--- config.mk ---
export PLATFORM = sky130hd
export DESIGN_NAME = status_reg_flat
export DESIGN_NICKNAME = d
export VERILOG_FILES = /design/src/rtl/status_reg_pkg.sv /design/src/rtl/status_reg_if.sv /design/src/rtl/status_reg.sv /design/src/flat_wrapper.sv
export SDC_FILE = /design/constraint.sdc
export NUM_CORES = 1
export LEC_CHECK = 0
export BUFFER_PORTS_ARGS = -buffer_cell sky130_fd_sc_hd__buf_2
export CAP_MARGIN = 20
export CORE_MARGIN = 1.5
export CORE_UTILIZATION = 30
export CTS_CLUSTER_DIAMETER = 60
export DETAILED_ROUTE_END_ITERATION = 8
export HOLD_SLACK_MARGIN = 0.12
export PLACE_DENSITY = 0.74
export REMOVE_ABC_BUFFERS = 1
export SYNTH_ARGS = -nofsm -noshare
export SYNTH_HDL_FRONTEND = slang
export SYNTH_SLANG_ARGS = --single-unit
--- constraint.sdc ---
create_clock -name clk -period 1.25 [get_ports clk]
set_input_delay 0.1875 -clock clk [delete_from_list [all_inputs] [get_ports clk]]
set_output_delay 0.1875 -clock clk [all_outputs]
set_load 0.02 [all_outputs]
--- src/rtl/status_reg_pkg.sv ---
// Shared constants and types for the 6502 processor status register (P).
// Flag bit positions, status-operation codes and the reset value of P.
package status_reg_pkg;

    localparam int C_FLAG_SHFT_C = 0;
    localparam int C_FLAG_SHFT_Z = 1;
    localparam int C_FLAG_SHFT_I = 2;
    localparam int C_FLAG_SHFT_D = 3;
    localparam int C_FLAG_SHFT_B = 4;
    localparam int C_FLAG_SHFT_U = 5;
    localparam int C_FLAG_SHFT_V = 6;
    localparam int C_FLAG_SHFT_N = 7;

    typedef enum logic [3:0] {
        C_SR_CTRL_NOP = 4'd0,
        C_SR_CTRL_ALU = 4'd1,
        C_SR_CTRL_PLP = 4'd2,
        C_SR_CTRL_RTI = 4'd3,
        C_SR_CTRL_CLC = 4'd4,
        C_SR_CTRL_SEC = 4'd5,
        C_SR_CTRL_CLI = 4'd6,
        C_SR_CTRL_SEI = 4'd7,
        C_SR_CTRL_CLV = 4'd8,
        C_SR_CTRL_CLD = 4'd9,
        C_SR_CTRL_SED = 4'd10,
        C_SR_CTRL_INT = 4'd11
    } sr_ctrl_e;

    localparam logic [7:0] C_SR_RST_P = 8'h34;

    // Only N, V, Z and C may be written by the ALU path.
    localparam logic [7:0] C_SR_ALU_MASK = 8'hC3;

    // Bits 5 and 4 have no storage of their own; they always read back as 1.
    localparam logic [7:0] C_SR_FIXED_ONES = 8'h30;

    function automatic logic [7:0] sr_fix(input logic [7:0] p);
        return p | C_SR_FIXED_ONES;
    endfunction

endpackage

--- src/rtl/status_reg_if.sv ---
// Control/data bundle between the sequencer/ALU side and the status register.
// master = sequencer side, slave = status register.
interface status_reg_if;
    import status_reg_pkg::*;

    logic [3:0] ctrl;
    logic [7:0] alu_flag;
    logic [7:0] upd_mask;
    logic [7:0] db_in;
    logic       sync;
    logic       brk_src;
    logic [7:0] flag;
    logic [7:0] push_out;
    logic       irq_mask;

    modport master (
        output ctrl, alu_flag, upd_mask, db_in, sync, brk_src,
        input  flag, push_out, irq_mask
    );

    modport slave (
        input  ctrl, alu_flag, upd_mask, db_in, sync, brk_src,
        output flag, push_out, irq_mask
    );

endinterface

--- src/rtl/status_reg.sv ---
// 6502 processor status register: ALU flag update, flag set/clear, PLP/RTI load,
// interrupt-entry I set, stack push value and the one-instruction-delayed IRQ mask.
module status_reg
    import status_reg_pkg::*;
#(
    parameter logic [7:0] RST_P = C_SR_RST_P
) (
    input  logic          clk,
    input  logic          rst,
    status_reg_if.slave   bus
);

    logic [7:0] p_q;
    logic [7:0] p_nxt;
    logic       irq_mask_q;
    logic       irq_mask_nxt;
    logic [7:0] alu_we;

    assign alu_we = bus.upd_mask & C_SR_ALU_MASK;

    always_comb begin
        p_nxt        = p_q;
        irq_mask_nxt = irq_mask_q;

        // IRQ recognition sees I as it stood before this cycle's update.
        if (bus.sync) begin
            irq_mask_nxt = p_q[C_FLAG_SHFT_I];
        end

        case (sr_ctrl_e'(bus.ctrl))
            C_SR_CTRL_ALU: p_nxt = (p_q & ~alu_we) | (bus.alu_flag & alu_we);
            C_SR_CTRL_PLP: p_nxt = bus.db_in;
            C_SR_CTRL_RTI: begin
                p_nxt        = bus.db_in;
                irq_mask_nxt = bus.db_in[C_FLAG_SHFT_I];
            end
            C_SR_CTRL_CLC: p_nxt[C_FLAG_SHFT_C] = 1'b0;
            C_SR_CTRL_SEC: p_nxt[C_FLAG_SHFT_C] = 1'b1;
            C_SR_CTRL_CLI: p_nxt[C_FLAG_SHFT_I] = 1'b0;
            C_SR_CTRL_SEI: p_nxt[C_FLAG_SHFT_I] = 1'b1;
            C_SR_CTRL_CLV: p_nxt[C_FLAG_SHFT_V] = 1'b0;
            C_SR_CTRL_CLD: p_nxt[C_FLAG_SHFT_D] = 1'b0;
            C_SR_CTRL_SED: p_nxt[C_FLAG_SHFT_D] = 1'b1;
            C_SR_CTRL_INT: begin
                p_nxt[C_FLAG_SHFT_I] = 1'b1;
                irq_mask_nxt         = 1'b1;
            end
            default: p_nxt = p_q;
        endcase
    end

    always_ff @(posedge clk) begin
        if (rst) begin
            p_q        <= sr_fix(RST_P);
            irq_mask_q <= 1'b1;
        end else begin
            p_q        <= sr_fix(p_nxt);
            irq_mask_q <= irq_mask_nxt;
        end
    end

    assign bus.flag     = p_q;
    assign bus.irq_mask = irq_mask_q;
    assign bus.push_out = {p_q[C_FLAG_SHFT_N], p_q[C_FLAG_SHFT_V], 1'b1, bus.brk_src,
                           p_q[C_FLAG_SHFT_D:C_FLAG_SHFT_C]};

endmodule
--- src/flat_wrapper.sv ---
// flat-port wrapper written by rule: the top's interface ports become plain ports
module status_reg_flat import status_reg_pkg::*;
#(
    parameter logic [7:0] RST_P = C_SR_RST_P
)
  (clk, rst, bus_ctrl, bus_alu_flag, bus_upd_mask, bus_db_in, bus_sync, bus_brk_src, bus_flag, bus_push_out, bus_irq_mask);
  status_reg_if bus_i ();
  input  logic clk;
  input  logic rst;
  input wire logic [$bits(bus_i.ctrl)-1:0] bus_ctrl;
  input wire logic [$bits(bus_i.alu_flag)-1:0] bus_alu_flag;
  input wire logic [$bits(bus_i.upd_mask)-1:0] bus_upd_mask;
  input wire logic [$bits(bus_i.db_in)-1:0] bus_db_in;
  input wire logic [$bits(bus_i.sync)-1:0] bus_sync;
  input wire logic [$bits(bus_i.brk_src)-1:0] bus_brk_src;
  output wire logic [$bits(bus_i.flag)-1:0] bus_flag;
  output wire logic [$bits(bus_i.push_out)-1:0] bus_push_out;
  output wire logic [$bits(bus_i.irq_mask)-1:0] bus_irq_mask;
  assign bus_i.ctrl = bus_ctrl;
  assign bus_i.alu_flag = bus_alu_flag;
  assign bus_i.upd_mask = bus_upd_mask;
  assign bus_i.db_in = bus_db_in;
  assign bus_i.sync = bus_sync;
  assign bus_i.brk_src = bus_brk_src;
  assign bus_flag = bus_i.flag;
  assign bus_push_out = bus_i.push_out;
  assign bus_irq_mask = bus_i.irq_mask;
  status_reg #(.RST_P(RST_P)) u_core (.clk(clk), .rst(rst), .bus(bus_i));
endmodule
[Yosys cells after proc, flatten, opt, wreduce, memory -nomap -nowiden]
Cells that the tools add are included.
Widths: inputs -> output; s select.
Word-level totals
  register bits after elaboration: 9
  bits in latches: 0
  bits in writable memories: 0
  bits in read-only memories: 0
  input port bits: 32
  output and inout bits: 17
  word-level logic and storage cells: 38
  memories: 0
Cells by class
  add/subtract/negate cells: 0
  multipliers: 0
  divide/modulo/power cells: 0
  magnitude comparators: 0
  equality and inequality tests: 11
  shifts and indexed selects: 0
  mux-type cells: 8
  bitwise gates (word level): 4
  reductions and logical operators: 8
Operators with widths (number)
  $and 8x8->8: 2
  $eq 4x3->1 const B: 4
  $eq 4x4->1 const B: 4
  $pmux 1 s4: 3
  $reduce_bool 4->1: 3
  $eq 4x2->1 const B: 2
  $not 8->8: 1
  $or 8x8->8: 1
  $pmux 1 s2: 3
  $reduce_bool 3->1: 2
  $eq 4x1->1 const B: 1
  $reduce_or 2->1: 2
  $pmux 1 s3: 1
  $reduce_bool 2->1: 1
  $mux 1: 1

[Depth between registers and ports, before layout]
  depth in word-level cells: 4
  mapped depth: 5
  gate-level depth less buffers: 4

[Worst setup path after synthesis]
OpenSTA, ideal clock, no wires.
  kind: input -> register
  start: in bus_ctrl[2]
  end: reg (tool-made name)
  library setup time: 0.070 ns
  data arrival time: 1.124 ns
  required time: 1.180 ns
  path slack: 0.056 ns
  cell stages on the path: 5
  path buffers: 1
  cells stage by stage: buf_6 nor2b_1 nor3b_1 or4b_1 a21oi_1
RTL lines
  start, declared: RTL line flat_wrapper.sv:10  | input wire logic [$bits(bus_i.ctrl)-1:0] bus_ctrl;

==> flow_metrics.tcl <==
set metrics [dict create \
    path_cells "buf_2 > nor2_1 > and4_1 > or4b_1 > a21oi_1" \
    htree_levels 1 \
    syn-cell-area_um2 534 \
    cp.arrival_ns 1.24 \
    netlist-cell-type-count 29 \
    cts_hold_buf 0 \
    timing.clock.skew_ns 0.0000745 \
    critPathRequiredTime_ns 1.43 \
    finalInstanceArea_um2 771 \
    netlist_instances 69 \
    wl_um 1410 \
    status "completed" \
    setup_viol 0 \
    cts_setup_buffers 0 \
    grt_usage_pct 14.9 \
    cp_max_fo 5 \
    layout_min_cycle_time_ns 1.06 \
    clk_latency_ns 0.25 \
    final_cells 133 \
    postSynth.asyncResetShare_pct 0 \
    clock-root-buffer "sky130_fd_sc_hd__clkbuf_4" \
    synth_enable_flop_cells 0 \
    hold_path_class "input port to flip-flop" \
    initial_utilization_pct 31.3 \
    max_freq_mhz 941 \
    detailed_place.area_um2 744 \
    global_route_congestion_overflow_total 0 \
    ioPinCount 49 \
    clock_path_buffers 2 \
    cts_inserted_buffers 3 \
    synth_warnings 0 \
    yosys.cell_count.top_type "sky130_fd_sc_hd__buf_4" \
    synth.top_cell.area_share_pct 26.2 \
    tritoncts "built" \
    placement_rows 15 \
    final-max-slew-violation-count 0 \
    final.fill_count 194 \
    design.die.area_um2 2040 \
    num-nets-final 141 \
    die_width_um 45.2 \
    ys_seq_area_share_pct 26.2 \
    gp_weighted_congestion 0.760 \
    grt_setup_unrepaired "no" \
    hold_violations 0 \
    vias_after_detailed_routing 634 \
    final.setup.tns_ns 0 \
    hold_path_startpoint "bus_db_in[6]" \
    route.detailed.drc 0 \
    critical_path_class "input port to flip-flop" \
    drv.max_cap_violation_count 0 \
    vias_in_the_first_global_route 563 \
    rrSetupSlack_ns 0.26 \
    antenna_left 0 \
    critical_path.slowest_cell "sky130_fd_sc_hd__or4b_1" \
    register_area_um2 140 \
    hold-path-cell-count 3 \
    grt_pass1_wl_um 2230 \
    multi_input_gate_area_in_the_final_layout_um2 292 \
    power_per_cell_area_nw_per_um2 860 \
    endpoint_kind "flip-flop" \
    synth_top_area_cell "sky130_fd_sc_hd__dfxtp_1" \
    core_um2 1710 \
    placedCellCount 129 \
    routedWlPerCell_um 10.6 \
    cp_num_buf_inv 1 \
    maximum_number_of_pins_on_one_net_before_global_route_repair 11 \
    ys_dominant_reg_cell "sky130_fd_sc_hd__dfxtp_1" \
    syn_area_per_cell_um2 7.74 \
    die_y_um 45.2 \
    grt_antenna_before_repair 0 \
    synth.top_cells.by_area "sky130_fd_sc_hd__dfxtp_1 26%, sky130_fd_sc_hd__buf_4 14%, sky130_fd_sc_hd__nor2_1 6.3%" \
    layout-area-overhead-vs-synth_pct 44.3 \
    setup.worst_path.start_class "input port" \
    place_hpwl_um 1170 \
    ir_worst_vdd_mv 0.602 \
    path_clk_slew_ns 0.05 \
    finalCritPeriodShare_pct 85.0 \
    clock_sink_count 7 \
    cpLargestDelayFamily "simple AND/OR/NAND/NOR gates" \
    post_route_cells_drive_above_1_share_pct 47.2 \
    num_antenna_cells 0 \
    drc_marker_count_from_the_first_detailed_route_iteration 9 \
    initial_drt_pass_iterations 4 \
    synth_common_cells "10 x sky130_fd_sc_hd__buf_4, 9 x sky130_fd_sc_hd__nor2_1, 7 x sky130_fd_sc_hd__dfxtp_1, 5 x sky130_fd_sc_hd__a21oi_1, 4 x sky130_fd_sc_hd__a31oi_1" \
    register_bit_count_reported_by_yosys 7 \
    static-leakage-power_nw 0.393 \
    portBuffers 33 \
    route.detailed.vias_per_inst 4.77 \
    post_cts_resized 0 \
    max_stage_delay_ns 0.50 \
    reg2reg_depth 2 \
]
## routing by layer
layer / vias to the layer above / track usage [%] / share of wire [%]
met4: 0 / 2.35 / 0
met5: - / 0 / 0
met1: 281 / 16.2 / 42
met3: 0 / 7.60 / 9.5
met2: 33 / 26.3 / 49
li1: 320 / - / -
## worst min-delay path: cells and delay by family
kind | cells | cell delay, ns
AO/OA/AOI/OAI | 1 | 0.06
buffers and inverters | 1 | 0.08
AND/OR/NAND/NOR | 1 | 0.07
## cell type report
| type | count | area share (%) |
|---|---|---|
| Clock buffer | 4 | 3.41 |
| Inverter | 3 | 1.46 |
| Multi-Input combinational cell | 47 | 37.8 |
| Sequential cell | 7 | 18.2 |
| Tap cell | 25 | 4.06 |
| Timing Repair Buffer | 47 | 35.1 |
## report_power, final
part	switching, mW	internal (mW)	leakage [nW]
combinational	0.114	0.0967	0.321
sequential	0.00812	0.236	0.0574
clock	0.0860	0.122	0.0150
## worst max-delay path by stage
| stage | cells after the start | to | from |
|---|---|---|---|
| 5_1_grt | 5 | flip-flop | bus_ctrl[1] |
| 6_report | 5 | flip-flop | bus_ctrl[2] |
| 3_5_place_dp | 5 | flip-flop | bus_ctrl[1] |
| 2_1_floorplan | 2 | flip-flop | flip-flop |
| 4_1_cts | 5 | flip-flop | bus_ctrl[1] |
| 3_3_place_gp | 5 | flip-flop | bus_ctrl[1] |
## logic make-up after synthesis
kind of cell	count (synthesis)	share of synthesized area, %
mux	2	3.75
simple gates	21	20.6
buf+inv	17	20.6
other cells	1	0.702
compound gates	21	28.1
flops	7	26.2
## cells in the final DEF, fill, tap and decap left out, types with 2 or more instances in the layout
master / n
sky130_fd_sc_hd__mux2i_1: 2
sky130_fd_sc_hd__nand2_1: 3
sky130_fd_sc_hd__a31oi_1: 4
sky130_fd_sc_hd__a32oi_1: 2
sky130_fd_sc_hd__buf_2: 33
sky130_fd_sc_hd__nor3_1: 2
sky130_fd_sc_hd__nor2b_1: 2
sky130_fd_sc_hd__nor2_1: 9
sky130_fd_sc_hd__inv_1: 3
sky130_fd_sc_hd__conb_1: 3
sky130_fd_sc_hd__o32ai_1: 2
sky130_fd_sc_hd__a21oi_1: 5
sky130_fd_sc_hd__dfxtp_1: 7
sky130_fd_sc_hd__buf_4: 14
sky130_fd_sc_hd__clkbuf_4: 3
## stage by stage
step / hold WS [ns] / worst slack (ns) / util [%] / power (mW)
5_1_grt: 0.206 / 0.131 / 45.1 / 0.699
3_5_place_dp: 0.375 / -0.0637 / 43.6 / 0.460
3_3_place_gp: 0.375 / -0.0363 / 43.6 / 0.453
2_1_floorplan: 0.257 / 0.0529 / - / 0.340
4_1_cts: 0.173 / 0.194 / 45.1 / 0.674
6_report: 0.171 / 0.187 / 45.1 / 0.662
Note: power is estimated with default switching activity, not from simulation.
